## src/rtl/subleq_pc_stack.sv

```systemverilog
// Program counter for the SUBLEQ machine: step/load/relative-branch plus a small
// call/return stack with sticky overflow, underflow and illegal-op flags.
module subleq_pc_stack #(
   parameter int AW        = 8,
   parameter int STEP      = 3,
   parameter int DEPTH     = 4,
   parameter int RESET_VEC = 0
) (
   input  logic                         clk,
   input  logic                         res,
   input  logic                         en,
   input  logic [2:0]                   mod,
   input  logic [AW-1:0]                inp,
   input  logic                         clr_err,
   output logic [AW-1:0]                out,
   output logic [AW-1:0]                tos,
   output logic [$clog2(DEPTH+1)-1:0]   depth,
   output logic                         full,
   output logic                         empty,
   output logic                         ovf_err,
   output logic                         unf_err,
   output logic                         ill_err
);

   localparam int DW = $clog2(DEPTH+1);
   localparam int IW = $clog2(DEPTH);

   localparam logic [2:0] MOD_HOLD = 3'd0;
   localparam logic [2:0] MOD_INC  = 3'd1;
   localparam logic [2:0] MOD_LOAD = 3'd2;
   localparam logic [2:0] MOD_REL  = 3'd3;
   localparam logic [2:0] MOD_CALL = 3'd4;
   localparam logic [2:0] MOD_RET  = 3'd5;

   logic [AW-1:0] out_q, out_d;
   logic [DW-1:0] depth_q, depth_d;
   logic          ovf_q, ovf_d;
   logic          unf_q, unf_d;
   logic          ill_q, ill_d;
   logic [AW-1:0] stack_q [DEPTH];

   logic          full_w, empty_w;
   logic [IW-1:0] top_idx, push_idx;
   logic [AW-1:0] tos_w;
   logic [AW-1:0] step_w;
   logic          push_en;
   logic [AW-1:0] push_data;
   logic          ovf_set, unf_set, ill_set;

   assign step_w   = AW'(STEP);
   assign full_w   = (depth_q == DW'(DEPTH));
   assign empty_w  = (depth_q == '0);
   assign top_idx  = IW'(depth_q - DW'(1));
   assign push_idx = IW'(depth_q);
   // Empty stack reads as zero so stale RAM contents never leak out.
   assign tos_w    = empty_w ? '0 : stack_q[top_idx];

   always_comb begin
      out_d     = out_q;
      depth_d   = depth_q;
      ovf_d     = ovf_q;
      unf_d     = unf_q;
      ill_d     = ill_q;
      push_en   = 1'b0;
      push_data = '0;
      ovf_set   = 1'b0;
      unf_set   = 1'b0;
      ill_set   = 1'b0;
      if (en) begin
         case (mod)
            MOD_HOLD: ;
            MOD_INC:  out_d = out_q + step_w;
            MOD_LOAD: out_d = inp;
            MOD_REL:  out_d = out_q + inp;
            MOD_CALL: begin
               if (full_w) begin
                  ovf_set = 1'b1;
               end else begin
                  push_en   = 1'b1;
                  push_data = out_q + step_w;
                  out_d     = inp;
                  depth_d   = depth_q + DW'(1);
               end
            end
            MOD_RET: begin
               if (empty_w) begin
                  unf_set = 1'b1;
               end else begin
                  out_d   = tos_w;
                  depth_d = depth_q - DW'(1);
               end
            end
            default: ill_set = 1'b1;
         endcase
         // A fresh error in the clearing cycle still lands.
         ovf_d = (ovf_q & ~clr_err) | ovf_set;
         unf_d = (unf_q & ~clr_err) | unf_set;
         ill_d = (ill_q & ~clr_err) | ill_set;
      end
   end

   always_ff @(posedge clk) begin
      if (!res) begin
         out_q   <= AW'(RESET_VEC);
         depth_q <= '0;
         ovf_q   <= 1'b0;
         unf_q   <= 1'b0;
         ill_q   <= 1'b0;
      end else begin
         out_q   <= out_d;
         depth_q <= depth_d;
         ovf_q   <= ovf_d;
         unf_q   <= unf_d;
         ill_q   <= ill_d;
      end
   end

   always_ff @(posedge clk) begin
      if (res && push_en) begin
         stack_q[push_idx] <= push_data;
      end
   end

   assign out     = out_q;
   assign tos     = tos_w;
   assign depth   = depth_q;
   assign full    = full_w;
   assign empty   = empty_w;
   assign ovf_err = ovf_q;
   assign unf_err = unf_q;
   assign ill_err = ill_q;

endmodule
```

## config.mk

```make
export PLATFORM = sky130hd
export DESIGN_NAME = subleq_pc_stack
export DESIGN_NICKNAME = d
export VERILOG_FILES = /design/src/rtl/subleq_pc_stack.sv
export SDC_FILE = /design/constraint.sdc
export NUM_CORES = 1
export LEC_CHECK = 0
export CELL_PAD_IN_SITES_DETAIL_PLACEMENT = 0
export CELL_PAD_IN_SITES_GLOBAL_PLACEMENT = 1
export CORE_MARGIN = 2
export CORE_UTILIZATION = 39
export CTS_CLUSTER_SIZE = 20
export DETAILED_ROUTE_END_ITERATION = 16
export PLACE_DENSITY = 0.8
export SLEW_MARGIN = 20
export SYNTH_ARGS = -nofsm -noshare
export SYNTH_HDL_FRONTEND = slang
export SYNTH_SLANG_ARGS = --single-unit
```

## constraint.sdc

```tcl
create_clock -name clk -period 2.35 [get_ports clk]
set_clock_uncertainty 0.2 [all_clocks]
set_input_delay 0.235 -clock clk [delete_from_list [all_inputs] [get_ports clk]]
set_output_delay 0.235 -clock clk [all_outputs]
set_load 0.01 [all_outputs]
```

## After elaboration in Yosys (flattened, before gate mapping)

Memory sizes are Yosys's and may differ from the RTL's.
Index checks and enable logic that the tools add are counted.

| word-level totals | value |
|---|---|
| word-level logic and storage cells | 56 |
| memories | 1 |
| bits in registers | 14 |
| output and inout port bits | 24 |
| input bits | 15 |
| RAM bits | 32 |

| operators by class | value |
|---|---|
| reductions and logical operators | 8 |
| bitwise operators | 7 |
| muxes and demuxes | 23 |
| equality and inequality tests | 8 |
| add/sub/neg operators | 4 |

Memories:

| name | depth | bits a word | rd ports | clocked after Yosys merged registers in | wr ports | line | source |
|---|---|---|---|---|---|---|---|
| stack_q | 4 | 8 | 1 | 0 | 1 | 40 | `logic [AW-1:0] stack_q [DEPTH];` |

Operator list:

| cell | number |
|---|---|
| $mux 8 | 6 |
| $pmux 8 s5 | 1 |
| $mux 1 | 13 |
| $eq 3x3->1 const B | 3 |
| $add 8x2->8 const B | 1 |
| $add 8x8->8 | 1 |
| $reduce_and 4->1 | 2 |
| $eq 3x2->1 const B | 2 |
| $logic_not 3->1 | 2 |
| $mux 3 | 2 |
| $pmux 3 s2 | 1 |
| $reduce_or 6->1 | 1 |
| $reduce_bool 5->1 | 1 |
| $ne 2x2->1 const B | 2 |
| $add 3x1->3 const B | 1 |
| $and 1x1->1 | 3 |
| $eq 3x1->1 const B | 1 |
| $or 1x1->1 | 3 |
| $sub 3x1->3 const B | 1 |
| $reduce_bool 2->1 | 1 |
| $logic_and 1x1->1 | 1 |
| $not 1->1 | 1 |

## Logic depth before layout (Yosys ltp)

Gate-level depths: netlist of the first run.

| depth | value |
|---|---|
| word-level depth | 7 |
| depth in mapped cells | 10 |
| depth with buffers taken out | 8 |

## Worst setup path after synthesis of the first run

Ideal clock, no wire load.

| timing path | value |
|---|---|
| kind | register to register |
| start point | register depth_q[0], in the netlist depth[0] |
| end point | register out_q[0], in the netlist out[0] |
| library setup time | 0.122 ns |
| clock period less this slack | 2.313 ns |
| path slack | 0.037 ns |
| data arrival time | 1.992 ns |
| buffers on the path | 2 |
| data required time | 2.028 ns |
| cell stages (with the launch flop) | 10 |
| cells stage by stage | dfxtp_1 > buf_6 > inv_1 > ha_1 > buf_4 > mux4_2 > and3_1 > a311o_1 > nand3_1 > a31oi_1 |

| on the way | value |
|---|---|
| word-level cells in the longest chain between the ends | 5 |
| elaborated cells on any way between the ends | 10 |
| classes of those cells | add/sub: 1; eq/ne: 3; mux: 3; reduce/logical: 2; memory: 1 |

Ends and longest elaborated chain:

| what | line | source |
|---|---|---|
| start: declaration | 36 | `logic [DW-1:0] depth_q, depth_d;` |
| start signal: assignment | 111 | `depth_q <= depth_d;` |
| $sub 3x1->3 | n/a |  |
| $mem_v2 4x8 | n/a |  |
| $mux 8 | 56 | `assign tos_w = empty_w ? '0 : stack_q[top_idx];` |
| $mux 8 | 86 | `if (empty_w) begin` |
| $pmux 8 s5 | 70 | `case (mod)` |
| end signal: assignment | 104 | `out_q <= AW'(RESET_VEC);` |
| end signal: assignment | 110 | `out_q <= out_d;` |
| end: declaration | 35 | `logic [AW-1:0] out_q, out_d;` |

Parallel ways exist; a longest one is shown, timed or not. The select of a mux whose other input is x is not followed.
A chain may end at the register's enable or synchronous reset.

## Worst setup path in the final report of the first run

| timing path | value |
|---|---|
| start point | register depth_q[1], in the netlist depth[1] |
| end point | output tos[7] |

| on the way | value |
|---|---|
| word-level cells in the longest chain between the ends | 3 |
| elaborated cells on any way between the ends | 4 |
| classes of those cells | add/sub: 1; mux: 1; reduce/logical: 1; memory: 1 |

Ends and longest elaborated chain:

| what | line | source |
|---|---|---|
| $sub 3x1->3 | n/a |  |
| $mem_v2 4x8 | n/a |  |
| $mux 8 * | 56 |  |
| end: declaration | 16 | `output logic [AW-1:0] tos,` |

Mark *: on every way between the ends. The rest lies on a longest branch, timed or not.

==> results of run 1 <==
==> layout by cell type (no fill, tap or decap), types with 3 or more instances in the layout <==
| cell | instances |
|---|---|
| o22ai_1 | 3 |
| nor4_1 | 5 |
| edfxtp_1 | 32 |
| buf_4 | 39 |
| nand3b_1 | 3 |
| nand3_1 | 4 |
| o2111ai_1 | 3 |
| a211oi_1 | 4 |
| o21ai_0 | 9 |
| nand2b_1 | 3 |
| and3_1 | 8 |
| nor2_1 | 24 |
| mux2i_1 | 4 |
| xor2_1 | 7 |
| nor3_1 | 3 |
| clkbuf_8 | 5 |
| buf_12 | 5 |
| a221oi_1 | 3 |
| dfxtp_1 | 12 |
| and2_1 | 8 |
| clkdlybuf4s50_1 | 30 |
| a21oi_1 | 6 |
| nor3b_1 | 4 |
| mux4_2 | 7 |
| clkbuf_2 | 5 |
| inv_1 | 10 |
| nand2_1 | 19 |
| ha_1 | 13 |
| a211o_1 | 3 |
| xnor2_1 | 6 |
| nand4_1 | 4 |
==> report_power, final <==
part / leakage [nW] / switching (mW) / internal [mW]
sequential: 0.392 / 0.0154 / 0.873
combinational: 0.924 / 0.207 / 0.214
clock: 0.0467 / 0.313 / 0.221
total: 1.36 / 0.535 / 1.31
==> cells by family after synthesis <==
kind of cell,share of synthesized area (%)
flip-flops,44.6
AO/OA/AOI/OAI,12.9
adder cells (fa/ha/maj),7.01
AND/OR/NAND/NOR,17.6
XOR/XNOR,4.09
buffers and inverters,4.54
multiplexers,9.25
==> layer usage <==
metal	vias up	wire, um	global-route usage (%)	part of all wire, %
met1	1086	3340	25.1	48
li1	1117	-	-	-
met3	11	190	2.99	2.7
met5	-	0	0	0
met4	0	125	6.75	1.8
met2	37	3360	30.3	48
==> worst min path at each step <==
stage	from	end
6_report	ovf_err$_SDFFE_PN0P_	ovf_err$_SDFFE_PN0P_
3_3_place_gp	unf_err$_SDFFE_PN0P_	unf_err$_SDFFE_PN0P_
5_1_grt	ovf_err$_SDFFE_PN0P_	ovf_err$_SDFFE_PN0P_
4_1_cts	ovf_err$_SDFFE_PN0P_	ovf_err$_SDFFE_PN0P_
3_5_place_dp	ovf_err$_SDFFE_PN0P_	ovf_err$_SDFFE_PN0P_
2_1_floorplan	en	ill_err$_SDFFE_PN0P_
==> metrics by stage <==
stage          utilization, %  cell area, sq um  cells
2_1_floorplan               -              2790    254
3_3_place_gp             52.0              3570    416
3_5_place_dp             52.0              3570    416
4_1_cts                  53.9              3700    429
5_1_grt                  53.6              3680    429
6_report                 53.6              3680    429
==> flip-flops by register name (all words and copies together) (netlist names) <==
signal / cells
depth: 3
out: 8
ovf_err: 1
stack_q: 32
unf_err: 1
ill_err: 1
==> cell type report <==
type / instances / area, sq um
clock inverters: 3 / 27.5
multi-input cells: 184 / 1410
inverters: 11 / 41.3
well taps: 96 / 120
fillers: 630 / 3190
repair buffers: 84 / 772
flip-flops and latches: 46 / 1240
clock buffers: 5 / 68.8
==> worst register-to-register path, delay by kind of cell (launching register included) <==
kind / cells / cell delay, ns
AOI/OAI and AO/OA: 2 / 0.30
adders and majority gates: 1 / 0.29
buffers and inverters: 4 / 0.47
DFF: 1 / 0.34
muxes: 1 / 0.30
and+or+nand+nor: 1 / 0.18
==> what timing repair did <==
item	4_1_cts	5_1_grt
gates resized for setup	26	9
endpoints found under the hold margin	0	0
buffers inserted	5	0
pin swaps	1	1
setup endpoints to repair	8	7
==> reports/results.txt, run 1 <==
num rows = 30
library cells used by synthesis = 56
CP max-delay cell = dfxtp_2
Hold Path Class = flop to flop
first-pass GRT wire length = 11000 um
unrepaired setup endpoints after global routing = yes
CP cell instances = inv_1 > ha_4 > buf_6 > mux4_1 > and2_1 > dlygate4sd2_1
setup TNS = 0 ns
Initial Utilization = 40.5%
WL/cell = 16.3 um
CTS clk-pin slew, worst paths = 0.10 ns
n_diodes = 0
port bufs = 38
Slew Limit Fails = 0
residual DRC count = 0
Pre-antenna DRT Iters = 4
top-area cell type share of the netlist area = 34.5%
vias in the first global route = 2191
max incr delay on CP = 0.34 ns
gr usage total = 18.6%
Syn-to-layout area delta = 32.2%
Fin. Hold Viols = 0
Max Clk Rate = 437 MHz
hold path depth = 2
CP startpoint kind = flop
crit-path leading delay family = buffers and inverters
Starting DRT DRC Count = 80
post-route minimum period = 2.29 ns
initial antenna violation count = 0
syn_nets = 284
Mapped Cells = 254
R2R depth = 9
worst path bufs/invs = 3
Final Setup Violations = 0
core area = 6870 sq um
crit path max fanout = 4
CTS tree = built
FF-to-FF End = out[5]$_SDFFE_PN0P_
Syn Area/Cell = 11.0 sq um
Slew @ Worst Pin = 0.538 ns
Synth area leader = edfxtp_1
maxcap violations = 0
# H-tree levels = 2
Slew HR = 64.0%
Critical path origin = depth[1]$_SDFFE_PN0P_
Worst VDD drop = 298 uV
post-route setup slack = 0.0600 ns
worst hold slack = 0.311 ns
post-synthesis sequential area ratio = 44.6%
Num CTS Buffers = 5
Die ar. = 7830 sq um
synthesized area = 2790 sq um
element type at the critical path end = output pin
Routed Antenna Nets = 0
Placer Congestion = 0.898
Root Driver = clkbuf_8
flop-to-flop setup slack = 0.16 ns
Synth async-reset ratio = 0%
post-route clock period utilization = 97.4%
Die Height = 88.5 um
Synth area leaders = edfxtp_1, dfxtp_1, mux4_1, ha_1, nor2_1
vias = 2251
synth warn = 0
clk buf depth = 2
Worst path depth = 6
Total Power = 1.84 mW
GRT overflow = 0
EDFF count, synth = 32
Post-DP HPWL = 5190 um
layout cells sized above 1 = 21.9%
Most used DFF post-synth = edfxtp_1
worst setup path category = flop to output pin
FF-to-FF Start = depth[1]$_SDFFE_PN0P_
FF+latch count, synth = 46
outcome = finished, final reports clean
crit path capture = tos[7]
final WL = 7010 um
count leader, synth = edfxtp_1
# hold bufs at CTS = 0
io pins = 39
Leak = 1.36 nW
Arrival @ worst endpoint = 1.85 ns
largest net degree at the start of global routing = 18
Post-synth top cells = edfxtp_1, nor2_1, nand2_1
Pwr per Cell Area = 501 nW/um^2
Nets = 362
Critical Path RT = 1.91 ns
Die X = 88.5 um
Place WS = -0.117 ns
routed vias/inst = 5.25
Clock Latency Late Sink = 0.31 ns
clock sinks = 46
Note: power is estimated with default switching activity, not from simulation.
==> run 2, diff against run 1 <==
--- a/config.mk
+++ b/config.mk
@@ -8,10 +8,12 @@
 export CELL_PAD_IN_SITES_DETAIL_PLACEMENT = 0
 export CELL_PAD_IN_SITES_GLOBAL_PLACEMENT = 1
 export CORE_MARGIN = 2
-export CORE_UTILIZATION = 39
+export CORE_UTILIZATION = 44
 export CTS_CLUSTER_SIZE = 20
 export DETAILED_ROUTE_END_ITERATION = 16
-export PLACE_DENSITY = 0.8
+export DONT_BUFFER_PORTS = 1
+export PLACE_DENSITY = 0.78
+export SETUP_SLACK_MARGIN = 0.4
 export SLEW_MARGIN = 20
 export SYNTH_ARGS = -nofsm -noshare
 export SYNTH_HDL_FRONTEND = slang
==> run 2 against run 1 <==
  * Non-clock buffer count down 58
  * Final cell count down 18%
  * Clock power up 9.7%
==> reports/results.txt, run 2 (synthesis gave the netlist of run 1 again) <==
Slew Limit Fails = 0 (unchanged)
Slew @ Worst Pin = 0.605 ns (+0.0672 ns)
Switching Fraction = 26.0% (-3.0 points)
worst setup path category = flop to output pin
Die ar. = 6980 sq um (-11%)
sw power = 477 uW (-11%)
clock sinks = 46 (unchanged)
first-pass GRT wire length = 10900 um (-1.3%)
initial antenna violation count = 0 (unchanged)
Root Driver = clkbuf_8
Nets = 304 (-16%)
Die Height = 83.6 um (-5.6%)
Multi-input gate area = 1560 sq um (+11%)
Pre-antenna DRT Iters = 4 (unchanged)
CP startpoint kind = flop
dpl cells = 325 (-22%)
Fin. Hold Viols = 0 (unchanged)
Pwr per Cell Area = 552 nW/um^2 (+10%)
gr usage total = 19.6% (+0.99 points)
Placer Congestion = 0.823 (-8.4%)
commonest non-fill, non-tap cell in the layout = edfxtp_1
worst hold slack = 0.0349 ns (-0.276 ns)
Max Clk Rate = 480 MHz (+9.8%)
Starting DRT DRC Count = 99 (+24%)
crit path max fanout = 5 (+1)
Num CTS Buffers = 5 (unchanged)
layout cells sized above 1 = 28.0% (+6.1 points)
WL/cell = 19.6 um (+20%)
maxcap violations = 0 (unchanged)
register area = 1260 sq um (+1.0%)
clk buf depth = 2 (unchanged)
outcome = finished, final reports clean
Top reg by flops = stack_q
Arrival @ worst endpoint = 1.65 ns (-0.20 ns)
clock power share = 31.9% (+2.9 points)
GRT overflow = 0 (unchanged)
non-filler instance count after layout = 350 (-18%)
Post-DP HPWL = 4770 um (-8.1%)
post-layout util = 55.2% (+1.6 points)
R2R depth = 8 (-1)
routed vias/inst = 5.81 (+11%)
Die X = 83.6 um (-5.6%)
Initial Utilization = 46.2% (+5.7 points)
Slew HR = 59.5% (-4.5 points)
flop-to-flop setup slack = 0.30 ns (+0.14 ns)
CTS clk-pin slew, worst paths = 0.09 ns (about the same)
unrepaired setup endpoints after global routing = yes
largest net degree at the start of global routing = 15 (-3)
sequential power share = 48.7% (+0.5 points)
FF-to-FF Start = depth[0]$_SDFFE_PN0P_
max reg flops = 32 (unchanged)
Critical Path RT = 1.91 ns (about the same)
n_diodes = 0 (unchanged)
crit path capture = tos[2]
vias in the first global route = 2015 (-8.0%)
post-route clock period utilization = 88.7% (-8.7 points)
residual DRC count = 0 (unchanged)
num rows = 28 (-6.7%)
setup TNS = 0 ns (unchanged)
Critical path origin = depth[0]$_SDFFE_PN0P_
# H-tree levels = 2 (unchanged)
post-route minimum period = 2.08 ns (-0.205 ns)
element type at the critical path end = output pin
Leak = 1.12 nW (-18%)
Worst VDD drop = 289 uV (-2.9%)
vias = 2034 (-9.6%)
commonest cells after routing, fill and taps aside = edfxtp_1, nor2_1, nand2_1
Clock Latency Late Sink = 0.29 ns (-0.02 ns)
final WL = 6850 um (-2.4%)
CTS tree = built
port bufs = 0 (-100%)
Final Setup Violations = 0 (unchanged)
core area = 6030 sq um (-12%)
Power Internal = 1.36 mW (+3.9%)
FF-to-FF End = out[0]$_SDFFE_PN0P_
Hold Path Class = input port to flop
Routed Antenna Nets = 0 (unchanged)
Syn-to-layout area delta = 19.4%
io pins = 39 (unchanged)
Fillers = 523 (-17%)
Gate power share = 19.4% (-3.4 points)
[run 2: cell types whose count changed in the layout (fill, tap and decap cells not counted), moves of 4 or more]
cell             previous run  this run
and2_1                      8         1
buf_4                      39        13
and2_4                      0         8
dfxtp_4                     0         4
dlygate4sd3_1               0         6
and3_4                      0         4
clkbuf_2                    5         0
clkdlybuf4s50_1            30         0
and3_1                      8         4
[run 2: per-layer routing]
layer	GRT usage (%)	wire, um	share of wire [%]
met5	0	0	0
met1	26.6	3120	46
met2	32.4	3380	49
met4	4.84	47	0.69
met3	3.66	299	4.4
[run 2: critical path: stages (launching register included)]
cell and delay [ns]:
dfxtp_4 0.40, inv_4 0.05, ha_4 0.28, buf_12 0.11, mux4_2 0.34, and2_4 0.18
[run 2: area by class of cell]
cell class	count	share of cell area, %
multi-input combinational	184	46.8
sequential	46	37.8
timing repair buffer	26	7.90
tap	75	2.82
clock buffer	6	2.18
inverter	11	1.39
clock inverter	2	1.13
[run 2: per-stage QoR]
stage | setup WS (ns) | cell area (sq um) | total power [mW]
global route | 0.212 | 3330 | 1.92
finish | 0.265 | 3330 | 1.84
floorplan | 0.310 | 2870 | 1.15
CTS | 0.266 | 3290 | 1.85
detailed placement | 0.221 | 2930 | 1.20
global placement | 0.255 | 2930 | 1.20
[run 2: power groups by stage]
stage	Combinational (mW)	Sequential, mW	Clock (mW)
floorplan	0.238	0.912	0
global placement	0.287	0.912	0
detailed placement	0.287	0.913	0
CTS	0.346	0.893	0.607
global route	0.391	0.895	0.635
finish	0.357	0.893	0.586
[run 2: what timing repair did]
item / CTS / global route
resized for setup: 36 / 9
cloned: 0 / 0
setup buffers: 11 / 0
hold endpoints to repair: 9 / 1
pin swaps: 16 / 5
hold buffers: 6 / 1
setup endpoints to repair: 52 / 21
[run 2: worst min path at each step]
stage	end	slack (ns)	start	depth (start not counted)
2_1_floorplan	ill_err$_SDFFE_PN0P_	0.20	en	2
6_report	out[7]$_SDFFE_PN0P_	0.03	inp[7]	3
3_5_place_dp	out[4]$_SDFFE_PN0P_	0.19	res	1
5_1_grt	unf_err$_SDFFE_PN0P_	0.08	res	2
3_3_place_gp	out[4]$_SDFFE_PN0P_	0.19	res	1
4_1_cts	out[7]$_SDFFE_PN0P_	0.03	inp[7]	3
